===== config.mk =====
export PLATFORM = sky130hd
export DESIGN_NAME = pll_rst_seq
export DESIGN_NICKNAME = d
export VERILOG_FILES = /design/src/rtl/pll_rst_seq.sv
export SDC_FILE = /design/constraint.sdc
export NUM_CORES = 1
export LEC_CHECK = 0
export BUFFER_PORTS_ARGS = -buffer_cell sky130_fd_sc_hd__buf_2
export CORE_AREA = 2 2 54 56
export DETAILED_ROUTE_END_ITERATION = 8
export DIE_AREA = 0 0 56 58
export GPL_TIMING_DRIVEN = 0
export PLACE_DENSITY = 0.71
export SLEW_MARGIN = 20
export SYNTH_ARGS = -nofsm -noshare
export SYNTH_HDL_FRONTEND = slang
export SYNTH_SLANG_ARGS = --single-unit

===== constraint.sdc =====
create_clock -name clock_in -period 2.9 [get_ports clock_in]
set_input_delay 0.29 -clock clock_in [delete_from_list [all_inputs] [get_ports clock_in]]
set_output_delay 0.29 -clock clock_in [all_outputs]
set_load 0.05 [all_outputs]

===== src/rtl/pll_rst_seq.sv =====
// rtl/pll_rst_seq.sv - PLL lock filter and staggered domain reset release; lock-loss counter built only with PLL_RST_SEQ_LOSS_CNT_EN
module pll_rst_seq #(
  parameter int SYNC_STAGES = 2,
  parameter int LOCK_FILTER = 16,
  parameter int NUM_RST     = 4,
  parameter int STAGGER     = 8,
  parameter int CNT_W       = 8
) (
  input  logic               clock_in,
  input  logic               rst_in,
  input  logic               pll_lock_raw,
  input  logic               soft_rst,
  output logic               locked,
  output logic [NUM_RST-1:0] rst_n_out,
  output logic               ready,
  output logic [CNT_W-1:0]   lock_loss_cnt
);

  // Counter widths never collapse to zero bits, even for 1-cycle settings.
  localparam int FILT_W = (LOCK_FILTER > 1) ? $clog2(LOCK_FILTER) : 1;
  localparam int TMR_W  = (STAGGER > 1) ? $clog2(STAGGER) : 1;
  localparam int IDX_W  = (NUM_RST > 1) ? $clog2(NUM_RST) : 1;

  localparam logic [FILT_W-1:0] FILT_LAST = FILT_W'(LOCK_FILTER - 1);
  localparam logic [TMR_W-1:0]  TMR_LAST  = TMR_W'(STAGGER - 1);
  localparam logic [IDX_W-1:0]  IDX_LAST  = IDX_W'(NUM_RST - 1);

  typedef enum logic [2:0] {
    S_IDLE      = 3'd0,
    S_WAIT_LOCK = 3'd1,
    S_FILTER    = 3'd2,
    S_RELEASE   = 3'd3,
    S_RUN       = 3'd4
  } state_t;

  logic [SYNC_STAGES-1:0] r_sync;
  logic                   w_sync_lock;

  state_t                 r_state;
  logic [FILT_W-1:0]      r_filt_cnt;
  logic [TMR_W-1:0]       r_tmr;
  logic [IDX_W-1:0]       r_idx;
  logic                   r_locked;
  logic [NUM_RST-1:0]     r_rst_n;
  logic                   r_ready;

`ifdef PLL_RST_SEQ_LOSS_CNT_EN
  logic [CNT_W-1:0]       r_loss_cnt;
`endif

  assign w_sync_lock = r_sync[SYNC_STAGES-1];

  // Bring the asynchronous lock flag into the clock domain.
  always_ff @(posedge clock_in or negedge rst_in) begin
    if (!rst_in) begin
      r_sync <= '0;
    end else begin
      r_sync <= {r_sync[SYNC_STAGES-2:0], pll_lock_raw};
    end
  end

  // Sequencer: filter lock, release domains one by one, tear down on lock loss or soft reset.
  always_ff @(posedge clock_in or negedge rst_in) begin
    if (!rst_in) begin
      r_state    <= S_IDLE;
      r_filt_cnt <= '0;
      r_tmr      <= '0;
      r_idx      <= '0;
      r_locked   <= 1'b0;
      r_rst_n    <= '0;
      r_ready    <= 1'b0;
`ifdef PLL_RST_SEQ_LOSS_CNT_EN
      r_loss_cnt <= '0;
`endif
    end else begin
      case (r_state)
        S_IDLE: begin
          r_state <= S_WAIT_LOCK;
        end

        S_WAIT_LOCK: begin
          r_locked <= 1'b0;
          r_rst_n  <= '0;
          r_ready  <= 1'b0;
          if (w_sync_lock) begin
            r_filt_cnt <= '0;
            r_state    <= S_FILTER;
          end
        end

        S_FILTER: begin
          // A drop here is just an unstable lock, not a loss worth counting.
          if (!w_sync_lock) begin
            r_state <= S_WAIT_LOCK;
          end else if (r_filt_cnt == FILT_LAST) begin
            r_locked <= 1'b1;
            r_idx    <= '0;
            r_tmr    <= '0;
            r_state  <= S_RELEASE;
          end else begin
            r_filt_cnt <= r_filt_cnt + 1'b1;
          end
        end

        S_RELEASE, S_RUN: begin
          if (!w_sync_lock) begin
            // Lock loss takes priority over a concurrent soft reset.
            r_locked <= 1'b0;
            r_rst_n  <= '0;
            r_ready  <= 1'b0;
            r_state  <= S_WAIT_LOCK;
`ifdef PLL_RST_SEQ_LOSS_CNT_EN
            if (r_loss_cnt != {CNT_W{1'b1}}) begin
              r_loss_cnt <= r_loss_cnt + 1'b1;
            end
`endif
          end else if (soft_rst) begin
            // Held soft reset pins the release timer at zero.
            r_rst_n <= '0;
            r_ready <= 1'b0;
            r_idx   <= '0;
            r_tmr   <= '0;
            r_state <= S_RELEASE;
          end else if (r_state == S_RELEASE) begin
            if (r_tmr == TMR_LAST) begin
              r_rst_n <= r_rst_n | (NUM_RST'(1) << r_idx);
              r_tmr   <= '0;
              r_idx   <= r_idx + 1'b1;
              if (r_idx == IDX_LAST) begin
                r_ready <= 1'b1;
                r_state <= S_RUN;
              end
            end else begin
              r_tmr <= r_tmr + 1'b1;
            end
          end
        end

        default: begin
          r_state <= S_IDLE;
        end
      endcase
    end
  end

  assign locked    = r_locked;
  assign rst_n_out = r_rst_n;
  assign ready     = r_ready;

`ifdef PLL_RST_SEQ_LOSS_CNT_EN
  assign lock_loss_cnt = r_loss_cnt;
`else
  assign lock_loss_cnt = '0;
`endif

endmodule

==> results.md <==
* Total Wirelength at between 2000 and 2500 um
* Initial Utilization at 0.474
* Worst VDD drop at just over 0.3 mV
* Vias in the first global route at just over 900
* RSZ-0062 raised after global routing: no
* Clock-pin slew on the worst setup and hold paths at ~0.12 ns
* Share of cells above drive strength 1 at 0.197
* Startpoint types: flop
* CP Max Fanout at 5
* FILL cells at 241
* Routed WL per cell at 11.6 um
* Worst-Skew Late Latency at 0.30 ns
* Sequential share of the synthesized area at 0.397
* Post-cts sizing count at 0
* P per Cell Area at around 480 mW/mm^2
* Post-synth EDFFs at 0
* Vias/cell at 5.27
* LEAKAGE at around 0.68 nW
* IO Count at 18
* Root buffer cell: clkbuf_4
* Row cnt at 19
* Worst path required time at approximately 3 ns
* Overall Global Routing Usage at 0.154
* Status: finished, final reports clean
* DRT iter0 DRCs at 33
* Synthesized area at ~0.0013 mm^2
* Synth Register Bits at 20
* Final Setup Violations at 0
* Port bufs at 8
* Final hold viol count at 0
* Clock Skew at slightly below 0.01 ns
* Final HPWL DP at around 1700 um
* Total of max-cap violations at 0
* CTS Buf Count at 3
* Total congestion overflow at 0
* Placed cell area at approximately 0.0014 mm^2
* Initial antenna violation count at 0
* Place WS at around 1.2 ns
* Unique cell type count in the Yosys netlist at 42
* Die X at roughly 56 um
* Worst setup EP type: flop
* Cell area after layout at 0.00141 mm^2
* Setup CP Type: flop to flop
* DR pass1 iterations at 4
* Worst flop-to-flop path startpoint: r_filt_cnt[0]$_DFFE_PN0P_
* Via count at approximately 1000
* First-pass GRT wire length at approximately 4000 um
* Final worst slack at approximately 1.2 ns
* ANT nets after route at 0
* Core ar. at ~0.0027 mm^2
* Die ar. at roughly 0.0032 mm^2
* Primary FF master, synth: dfrtp_1
* Clock tree buffer depth at 2
* Final Cycle Share at 0.590
* Post-route DRC at 0
* Worst hold start: pll_lock_raw
* Setup TNS at 0 ns
* CTS tree: done
* Die height at 58 um
* Ant diodes at 0
* Synthesized instance count at roughly 140
* Total Nets Final at between 150 and 200
* Max Fclk at slightly below 0.6 GHz
* CTS H-tree depth at 1
* CP startpoint: r_filt_cnt[0]$_DFFE_PN0P_
* Sink Count at 20
* Slew Limit Fails at 0
* WP data arrival at 1.91 ns
* Average cell area after synthesis at 9.21 um^2
* GPL Wtd Cong at about 0.89
* Synth warn at 0
* Fin crit period at roughly 1.7 ns
* Hold WC Path Type: primary input to flop
* Async SR Flop Fraction at 1.00
* Largest net degree at the start of global routing at 21
* Syn-to-layout area delta at 12.0%
[worst max-delay path, cell delays in order, from the launching register on]
cell and delay (ns):
dfrtp_1 0.44, ha_1 0.26, and3_1 0.19, or4_1 0.50, o311ai_0 0.12, o21ai_1 0.10
[per-stage QoR]
step	hold slack [ns]	instances	utilization	power (mW)
6_report	0.0790	188	0.531	0.675
4_1_cts	0.0746	188	0.531	0.683
5_1_grt	0.0691	188	0.531	0.719
3_3_place_gp	0.259	183	0.513	0.513
3_5_place_dp	0.258	183	0.513	0.519
2_1_floorplan	-0.00559	144	-	0.481
[per-layer routing]
| layer | track usage | routed length (um) | vias to the layer above | share of wire |
|---|---|---|---|---|
| li1 | - | - | 503 | - |
| met1 | 0.181 | 916 | 451 | 0.42 |
| met2 | 0.272 | 1080 | 31 | 0.50 |
| met3 | 0.0357 | 142 | 5 | 0.065 |
| met4 | 0.0646 | 34 | 0 | 0.016 |
| met5 | 0 | 0 | - | 0 |
[cell type report]
class                   count  area (um^2)  share of cell area
plain buffers              15          100              0.0709
repair buffers              9         50.0              0.0354
clock buffers               4         36.3              0.0257
multi-input cells          98          646               0.457
flip-flops and latches     20          500               0.354
inverters                  11         41.3              0.0292
well taps                  31         38.8              0.0275
[power by group]
group,internal [mW],switching [mW]
sequential,0.305,0.0220
clock,0.0766,0.0849
combinational,0.0655,0.121
[layout by cell type, fill, tap and decap left out, types with 2 or more instances in the layout]
cell      netlist  layout
dfrtp_1        20      20
o21ai_0        14      14
inv_1          11      11
a21oi_1        11      11
nand2_1        11      11
buf_2           2      10
buf_4           9       9
conb_1          1       8
ha_1            7       7
nor2_1          5       5
mux2i_1         5       5
nand2b_1        3       3
nand3b_1        3       3
clkbuf_4        0       3
clkbuf_1        2       2
nor2b_1         2       2
nor3b_1         2       2
a22oi_1         2       2
o32ai_1         2       2
a31oi_1         2       2
[logic make-up (layout without fill, tap and decap cells)]
logic type / Yosys count / in the layout / synth area share
compound gates: 41 / 41 / 0.203
mux: 6 / 6 / 0.0516
other cells: 1 / 8 / 0.00297
simple gates: 36 / 36 / 0.164
flops: 20 / 20 / 0.397
fa+ha+maj: 7 / 7 / 0.0694
buf+inv: 26 / 39 / 0.112
[state kept, by name, summed over array words and instances, names as in the netlist]
| signal | flops |
|---|---|
| r_sync | 2 |
| r_tmr | 3 |
| rst_n_out | 4 |
| locked | 1 |
| r_state | 3 |
| r_filt_cnt | 4 |
| r_idx | 2 |
| ready | 1 |
[final timing paths]
kind / slack (ns) / end / depth (start not counted)
max in group asynchronous: 2.14 / rst_n_out[1]$_DFFE_PN0P_ / 2
setup / recovery: 1.19 / r_filt_cnt[3]$_DFFE_PN0P_ / 5
min in group asynchronous: 0.45 / locked$_DFFE_PN0P_ / 2
hold reg to reg: 0.37 / r_sync[1]$_DFF_PN0_ / 0
hold / removal: 0.08 / r_sync[0]$_DFF_PN0_ / 1
setup reg to reg: 1.19 / r_filt_cnt[3]$_DFFE_PN0P_ / 5
[synthesized netlist by cell type, types with 2 or more instances]
master    number  share of area
buf_4          9          0.054
dfrtp_1       20           0.40
a21oi_1       11          0.044
a22oi_1        2          0.012
nor2_1         5          0.015
nor2b_1        2         0.0099
nor3b_1        2          0.012
nand3b_1       3          0.018
nand2b_1       3          0.015
a31oi_1        2         0.0099
nand2_1       11          0.033
mux2i_1        5          0.040
buf_2          2         0.0079
o32ai_1        2          0.014
clkbuf_1       2         0.0060
ha_1           7          0.069
o21ai_0       14          0.056
inv_1         11          0.033
[repair_timing]
| action | CTS | global route |
|---|---|---|
| buffers inserted | 0 | 0 |
| hold buffers | 1 | 0 |
| endpoints found under the hold margin | 20 | 0 |
Power figures use the tool's default switching activity.
